<file path="src/rtl/remote_comm_pkg.sv">
// Shared types and constants for the remote_comm command link.
package remote_comm_pkg;

  // 50 MHz clock / 19200 baud
  localparam int unsigned BaudDivDefault = 2604;

  // Top-level command FSM: one 16-bit word goes out as two back-to-back bytes
  typedef enum logic [1:0] {
    StIdle,
    StSendHi,
    StSendLo
  } top_state_e;

  // Per-byte UART bit FSM, shared by the transmit and receive halves
  typedef enum logic [1:0] {
    UartIdle,
    UartStart,
    UartData,
    UartStop
  } uart_state_e;

endpackage

</file>
<file path="src/rtl/remote_comm_uart.sv">
// Byte-level UART: 8N1 serializer and mid-bit sampling deserializer.
// The receive half is built only when REMOTE_COMM_RX_EN is defined; otherwise
// rx_data/rx_rdy are tied low and rx/clr_rdy are ignored.
module uart
  import remote_comm_pkg::*;
#(
  parameter int unsigned BAUD_DIV = BaudDivDefault
) (
  input  logic       clk,
  input  logic       rst,
  // transmit handshake
  input  logic       trmt,
  input  logic [7:0] tx_data,
  output logic       tx_done,
  output logic       tx,
  // receive handshake
  input  logic       rx,
  input  logic       clr_rdy,
  output logic       rx_rdy,
  output logic [7:0] rx_data
);

  localparam int unsigned CntW = (BAUD_DIV > 1) ? $clog2(BAUD_DIV) : 1;
  localparam logic [CntW-1:0] BitLast = CntW'(BAUD_DIV - 1);

  // ---------------------------------------------------------------------------
  // Transmit
  // ---------------------------------------------------------------------------
  uart_state_e     tx_state_q;
  logic [CntW-1:0] tx_cnt_q;
  logic [2:0]      tx_bit_q;
  logic [7:0]      tx_shift_q;
  logic            tx_q;
  logic            tx_bit_end;

  assign tx_bit_end = (tx_cnt_q == BitLast);
  // Asserted during the last clock of the stop bit so a chained byte starts with no gap
  assign tx_done    = (tx_state_q == UartStop) && tx_bit_end;
  assign tx         = tx_q;

  // Transmit bit FSM; trmt is honoured in idle or in the final stop-bit clock
  always_ff @(posedge clk) begin
    if (rst) begin
      tx_state_q <= UartIdle;
      tx_cnt_q   <= '0;
      tx_bit_q   <= '0;
      tx_shift_q <= '0;
      tx_q       <= 1'b1;
    end else begin
      if (tx_state_q == UartIdle || tx_bit_end) begin
        tx_cnt_q <= '0;
      end else begin
        tx_cnt_q <= tx_cnt_q + CntW'(1);
      end

      case (tx_state_q)
        UartIdle: begin
          if (trmt) begin
            tx_shift_q <= tx_data;
            tx_q       <= 1'b0;
            tx_state_q <= UartStart;
          end
        end
        UartStart: begin
          if (tx_bit_end) begin
            tx_q       <= tx_shift_q[0];
            tx_shift_q <= {1'b0, tx_shift_q[7:1]};
            tx_bit_q   <= '0;
            tx_state_q <= UartData;
          end
        end
        UartData: begin
          if (tx_bit_end) begin
            if (tx_bit_q == 3'd7) begin
              tx_q       <= 1'b1;
              tx_state_q <= UartStop;
            end else begin
              tx_q       <= tx_shift_q[0];
              tx_shift_q <= {1'b0, tx_shift_q[7:1]};
              tx_bit_q   <= tx_bit_q + 3'd1;
            end
          end
        end
        UartStop: begin
          if (tx_bit_end) begin
            if (trmt) begin
              tx_shift_q <= tx_data;
              tx_q       <= 1'b0;
              tx_state_q <= UartStart;
            end else begin
              tx_q       <= 1'b1;
              tx_state_q <= UartIdle;
            end
          end
        end
        default: begin
          tx_q       <= 1'b1;
          tx_state_q <= UartIdle;
        end
      endcase
    end
  end

  // ---------------------------------------------------------------------------
  // Receive
  // ---------------------------------------------------------------------------
`ifdef REMOTE_COMM_RX_EN
  localparam logic [CntW-1:0] HalfLast = CntW'(BAUD_DIV / 2 - 1);

  logic            rx_ff1_q, rx_ff2_q, rx_prev_q;
  uart_state_e     rx_state_q;
  logic [CntW-1:0] rx_cnt_q;
  logic [2:0]      rx_bit_q;
  logic [7:0]      rx_shift_q;
  logic [7:0]      rx_data_q;
  logic            rx_rdy_q;
  logic            rx_fall;
  logic            rx_sample;

  // Two-flop synchronizer plus one history flop for falling-edge detection
  always_ff @(posedge clk) begin
    if (rst) begin
      rx_ff1_q  <= 1'b1;
      rx_ff2_q  <= 1'b1;
      rx_prev_q <= 1'b1;
    end else begin
      rx_ff1_q  <= rx;
      rx_ff2_q  <= rx_ff1_q;
      rx_prev_q <= rx_ff2_q;
    end
  end

  assign rx_fall   = rx_prev_q & ~rx_ff2_q;
  // First sample lands mid start bit, the rest one full bit apart
  assign rx_sample = (rx_state_q == UartStart) ? (rx_cnt_q == HalfLast)
                                                : (rx_cnt_q == BitLast);

  // Receive bit FSM; a completed byte's set of rx_rdy overrides a same-cycle clear
  always_ff @(posedge clk) begin
    if (rst) begin
      rx_state_q <= UartIdle;
      rx_cnt_q   <= '0;
      rx_bit_q   <= '0;
      rx_shift_q <= '0;
      rx_data_q  <= '0;
      rx_rdy_q   <= 1'b0;
    end else begin
      if (clr_rdy) begin
        rx_rdy_q <= 1'b0;
      end

      if (rx_state_q == UartIdle || rx_sample) begin
        rx_cnt_q <= '0;
      end else begin
        rx_cnt_q <= rx_cnt_q + CntW'(1);
      end

      case (rx_state_q)
        UartIdle: begin
          if (rx_fall) begin
            rx_rdy_q   <= 1'b0;
            rx_state_q <= UartStart;
          end
        end
        UartStart: begin
          if (rx_sample) begin
            rx_bit_q   <= '0;
            // Line back high at mid start bit: treat as a glitch
            rx_state_q <= rx_ff2_q ? UartIdle : UartData;
          end
        end
        UartData: begin
          if (rx_sample) begin
            rx_shift_q <= {rx_ff2_q, rx_shift_q[7:1]};
            if (rx_bit_q == 3'd7) begin
              rx_state_q <= UartStop;
            end else begin
              rx_bit_q <= rx_bit_q + 3'd1;
            end
          end
        end
        UartStop: begin
          if (rx_sample) begin
            // Framing error (stop sampled low) drops the byte silently
            if (rx_ff2_q) begin
              rx_data_q <= rx_shift_q;
              rx_rdy_q  <= 1'b1;
            end
            rx_state_q <= UartIdle;
          end
        end
        default: rx_state_q <= UartIdle;
      endcase
    end
  end

  assign rx_rdy  = rx_rdy_q;
  assign rx_data = rx_data_q;
`else
  logic unused_rx;
  assign unused_rx = rx ^ clr_rdy;
  assign rx_rdy    = 1'b0;
  assign rx_data   = 8'h00;
`endif

endmodule

</file>
<file path="src/rtl/remote_comm.sv">
// Remote command link: sends a 16-bit command as two UART bytes (high first)
// and reports the last byte received on RX.
// Optional receive path: define REMOTE_COMM_RX_EN to build it.
module remote_comm
  import remote_comm_pkg::*;
#(
  parameter int unsigned BAUD_DIV = BaudDivDefault
) (
  input  logic        clk,
  input  logic        rst,
  input  logic [15:0] cmd,
  input  logic        send_cmd,
  output logic        cmd_sent,
  output logic        TX,
  input  logic        RX,
  output logic [7:0]  resp,
  output logic        resp_rdy,
  input  logic        clr_rx_rdy
);

  top_state_e  state_q;
  logic [15:0] cmd_q;
  logic        trmt_q;
  logic        cmd_sent_q;
  logic        trmt;
  logic        tx_done;
  logic [7:0]  tx_data;

  // High byte launches from the registered request; the low byte is chained
  // in the high byte's final stop-bit clock so the two frames abut exactly.
  assign trmt    = trmt_q | ((state_q == StSendHi) & tx_done);
  assign tx_data = trmt_q ? cmd_q[15:8] : cmd_q[7:0];

  // Command FSM: accept in idle only, then sequence high and low bytes
  always_ff @(posedge clk) begin
    if (rst) begin
      state_q    <= StIdle;
      cmd_q      <= '0;
      trmt_q     <= 1'b0;
      cmd_sent_q <= 1'b0;
    end else begin
      trmt_q <= 1'b0;
      case (state_q)
        StIdle: begin
          if (send_cmd) begin
            cmd_q      <= cmd;
            cmd_sent_q <= 1'b0;
            trmt_q     <= 1'b1;
            state_q    <= StSendHi;
          end
        end
        StSendHi: begin
          if (tx_done) begin
            state_q <= StSendLo;
          end
        end
        StSendLo: begin
          if (tx_done) begin
            cmd_sent_q <= 1'b1;
            state_q    <= StIdle;
          end
        end
        default: state_q <= StIdle;
      endcase
    end
  end

  assign cmd_sent = cmd_sent_q;

  uart #(
    .BAUD_DIV(BAUD_DIV)
  ) u_uart (
    .clk     (clk),
    .rst     (rst),
    .trmt    (trmt),
    .tx_data (tx_data),
    .tx_done (tx_done),
    .tx      (TX),
    .rx      (RX),
    .clr_rdy (clr_rx_rdy),
    .rx_rdy  (resp_rdy),
    .rx_data (resp)
  );

endmodule

</file>
<file path="config.mk">
export PLATFORM = sky130hd
export DESIGN_NAME = remote_comm
export DESIGN_NICKNAME = d
export VERILOG_FILES = /design/src/rtl/remote_comm_pkg.sv /design/src/rtl/remote_comm_uart.sv /design/src/rtl/remote_comm.sv
export SDC_FILE = /design/constraint.sdc
export NUM_CORES = 1
export LEC_CHECK = 0
export ABC_AREA = 1
export BUFFER_PORTS_ARGS = -buffer_cell sky130_fd_sc_hd__buf_2
export CORE_UTILIZATION = 40
export CTS_BUF_LIST = sky130_fd_sc_hd__clkbuf_8 sky130_fd_sc_hd__clkbuf_16
export DETAILED_ROUTE_END_ITERATION = 8
export HOLD_SLACK_MARGIN = 0.15
export SYNTH_ARGS = -nofsm -noshare
export SYNTH_HDL_FRONTEND = slang
export SYNTH_HIERARCHICAL = 1
export SYNTH_SLANG_ARGS = --single-unit
</file>
<file path="constraint.sdc">
create_clock -name clk -period 4.7 [get_ports clk]
set_input_delay 0 -clock clk [delete_from_list [all_inputs] [get_ports clk]]
set_output_delay 0 -clock clk [all_outputs]
set_load 0.005 [all_outputs]
</file>
==> flow_metrics.tcl <==
set metrics [dict create \
    p_seq_share_pct 44.9 \
    synth_top_flop_cell "dfxtp_1" \
    fin_skew_ns 0.002820 \
    grt.total_usage_pct 16.80 \
    final_layout_size_suffix_gt1_share_pct 12.18 \
    drc_errors 0 \
    fp.coreArea_mm2 0.005642 \
    cts-resized-gates 0 \
    clockBufferDepth 2 \
    setup_viol 0 \
    synth_commonest_cells "105 x nand2_1, 60 x nor2_1, 46 x dfxtp_1" \
    clock.fmax_ghz 0.4650 \
    crit_fanout 8 \
    rows 27 \
    ctsRootBufferMaster "clkbuf_8" \
    ff_latch_area_um2 920.9 \
    synth_top_family_by_area "simple AND/OR/NAND/NOR gates" \
    drt-initial-drc-count 81 \
    vias 2087 \
    fillers 553 \
    hold_buffers 24 \
    fp.dieH_um 79.32 \
    synth-xor-area-share_pct 0.3663 \
    synthMuxAreaShare_pct 0 \
    grt_overflow 0 \
    hold_class "flip-flop to flip-flop" \
    ys_warn_count 6 \
    switchingPower_w 0.0003426 \
    postSynthCellCount 344 \
    cap_violations 0 \
    clkTransAtPathRegs_ns 0.08 \
    p_comb_share_pct 28.8 \
    required_ns 4.93 \
    firstDrtPassIters 4 \
    synth-edff-count 0 \
    synth_area_leaders "dfxtp_1 39%, nand2_1 16%, nor2_1 9.4%, nand3b_1 5.3%, ha_1 4.2%" \
    synthArstFlopShare_pct 0 \
    area_growth_pct 18.73 \
    synth_compound_area_share_pct 7.221 \
    initial_utilization_pct 42.38 \
    wl_per_cell_um 9.690 \
    pwr_density_cell_mw_per_mm2 360.4 \
    multiInputGateArea_mm2 0.001269 \
    htree_levels 2 \
    p_leak_nw 1.267 \
    ff2ff_setup_slack_ns 2.55 \
    viasPerCell 4.557 \
    dp_hpwl_um 3210 \
    drt-total-wl_um 4438 \
    numCtsBuffers 5 \
    grt_max_degree 18 \
    yosys.area_share.adder_pct 4.186 \
    rsz0062_at_grt "no" \
    ff2ff_path_depth 12 \
    grt_pass1_vias 2006 \
    synth_area_mm2 0.002391 \
    nNetsFinal 414 \
    path_class "flip-flop to flip-flop" \
    die_area_mm2 0.006291 \
    postRouteAntennaNets 0 \
    gp_congestion 0.7703 \
    ys_ff_latch 46 \
    r2r_start "u_uart/tx_cnt_q[0]" \
    worstSetupStartpointType "flip-flop" \
    ys_seq_area_share_pct 38.51 \
    antenna_found_initial 0 \
    r2r_end "u_uart/tx_shift_q[4]" \
    clk_latency_ns 0.30 \
    synth_most_common_cell "nand2_1" \
    clkPwrFrac_pct 26.2 \
    synth_cell_types 33 \
    post_cts_buffers 0 \
    crit_path_end_kind "flip-flop" \
    cts_tree "built" \
    swShare_pct 33.48 \
    hold_depth 1 \
    cellInternalPower_w 0.0006806 \
    irDropWorstVdd_uv 147.3 \
    synth_top_area_share_pct 38.51 \
    diodes 0 \
    ios 32 \
    totalNegativeSetupSlack_ns 0 \
    synthSimpleGateAreaFrac_pct 39.87 \
    cts.sink_count 46 \
    whs_endpoint "u_uart/tx_cnt_q[0]" \
    crit_arrival_ns 2.38 \
    outcome "finished clean" \
    hp-start "u_uart/tx_cnt_q[0]" \
    grt_pass1_wl_um 8362 \
    chipWidth_um 79.32 \
    avgSynthCellArea_um2 6.951 \
    synth_top_area_cell "dfxtp_1" \
    hold_viol_final 0 \
    post-route-period-util_pct 45.76 \
    io_buffers 20 \
    drv_slew 0 \
    min_period_ns 2.151 \
    fin_util_pct 50.32 \
]
## critical path, stage by stage, from the launching register on
cell	delay (ns)
dfxtp_1	0.36
ha_1	0.17
nand2_1	0.11
nor2_4	0.13
nand3_4	0.12
nor2_1	0.21
nand2_1	0.11
nand2_1	0.12
inv_1	0.08
a21oi_2	0.17
a21boi_4	0.30
nand2_1	0.08
a21oi_1	0.13
## worst max path at each step
stage	startpoint	end	cells after the start	slack, ns
floorplan	u_uart/tx_cnt_q[0]	u_uart/tx_shift_q[0]	12	2.87
global placement	u_uart/tx_cnt_q[0]	u_uart/tx_shift_q[4]	12	2.57
detailed placement	u_uart/tx_cnt_q[0]	u_uart/tx_shift_q[4]	12	2.53
CTS	u_uart/tx_cnt_q[0]	u_uart/tx_shift_q[4]	12	2.51
global route	u_uart/tx_cnt_q[0]	u_uart/tx_shift_q[4]	12	2.23
finish	u_uart/tx_cnt_q[0]	u_uart/tx_shift_q[4]	12	2.55
## layer usage
layer / vias to the layer above / global-route usage [%] / wire (um)
met5: - / 0 / 0
met4: 0 / 6.545 / 73
met3: 5 / 3.908 / 141
met2: 41 / 30.86 / 2112
met1: 903 / 18.49 / 2111
li1: 1138 / - / -
## registers in the layout, indices dropped and copies added, names as in the netlist
signal and count:
state_q 2, trmt_q 1, u_uart/tx 1, cmd_q 16, u_uart/tx_bit_q 3, cmd_sent 1
u_uart/tx_cnt_q 12, u_uart/tx_shift_q 8, u_uart/tx_state_q 2
## cell families after synthesis
logic type	Yosys count
compound gates	29
fa+ha+maj	8
xor+xnor	1
simple gates	211
other cells	1
buf+inv	48
flops	46
## layout by cell type (no fill, tap or decap), types with 3 or more instances in the layout
| cell | synthesis | final |
|---|---|---|
| nor2_4 | 3 | 3 |
| nand2_1 | 105 | 105 |
| dlygate4sd3_1 | 0 | 24 |
| clkbuf_8 | 0 | 7 |
| nand4_1 | 4 | 4 |
| buf_2 | 4 | 20 |
| nor2_1 | 60 | 60 |
| ha_1 | 8 | 8 |
| nand3b_1 | 17 | 17 |
| o21ai_1 | 3 | 3 |
| o21ai_0 | 4 | 4 |
| conb_1 | 1 | 9 |
| nand3_1 | 9 | 9 |
| dfxtp_1 | 46 | 46 |
| nand2_2 | 5 | 5 |
| inv_1 | 26 | 26 |
| a21oi_1 | 16 | 16 |
## through the flow
step | cell area [um^2] | power, W | hold slack, ns | instances | worst slack (ns)
6_report | 2839 | 0.001023 | 0.4555 | 458 | 2.549
5_1_grt | 2839 | 0.001104 | 0.4726 | 458 | 2.229
4_1_cts | 2839 | 0.001036 | 0.4581 | 458 | 2.508
3_5_place_dp | 2494 | 0.0007502 | 0.3112 | 426 | 2.533
3_3_place_gp | 2494 | 0.0007479 | 0.3036 | 426 | 2.574
2_1_floorplan | 2421 | 0.0006998 | 0.06907 | 352 | 2.870
## power by group through the flow
stage / Sequential [W] / Combinational, W / Clock, W
2_1_floorplan: 0.000462 / 0.000238 / 0
3_3_place_gp: 0.000468 / 0.000280 / 0
3_5_place_dp: 0.000469 / 0.000281 / 0
4_1_cts: 0.000460 / 0.000297 / 0.000278
5_1_grt: 0.000465 / 0.000347 / 0.000293
6_report: 0.000460 / 0.000295 / 0.000269
## area by class of cell
type                    count  area share, %
inverters                  30          4.011
repair buffers             44          11.99
clock buffers               7          3.394
clock inverters             1         0.3085
multi-input cells         258          44.69
well taps                  72          3.173
flip-flops and latches     46          32.44
Note: power is estimated with default switching activity, not from simulation.
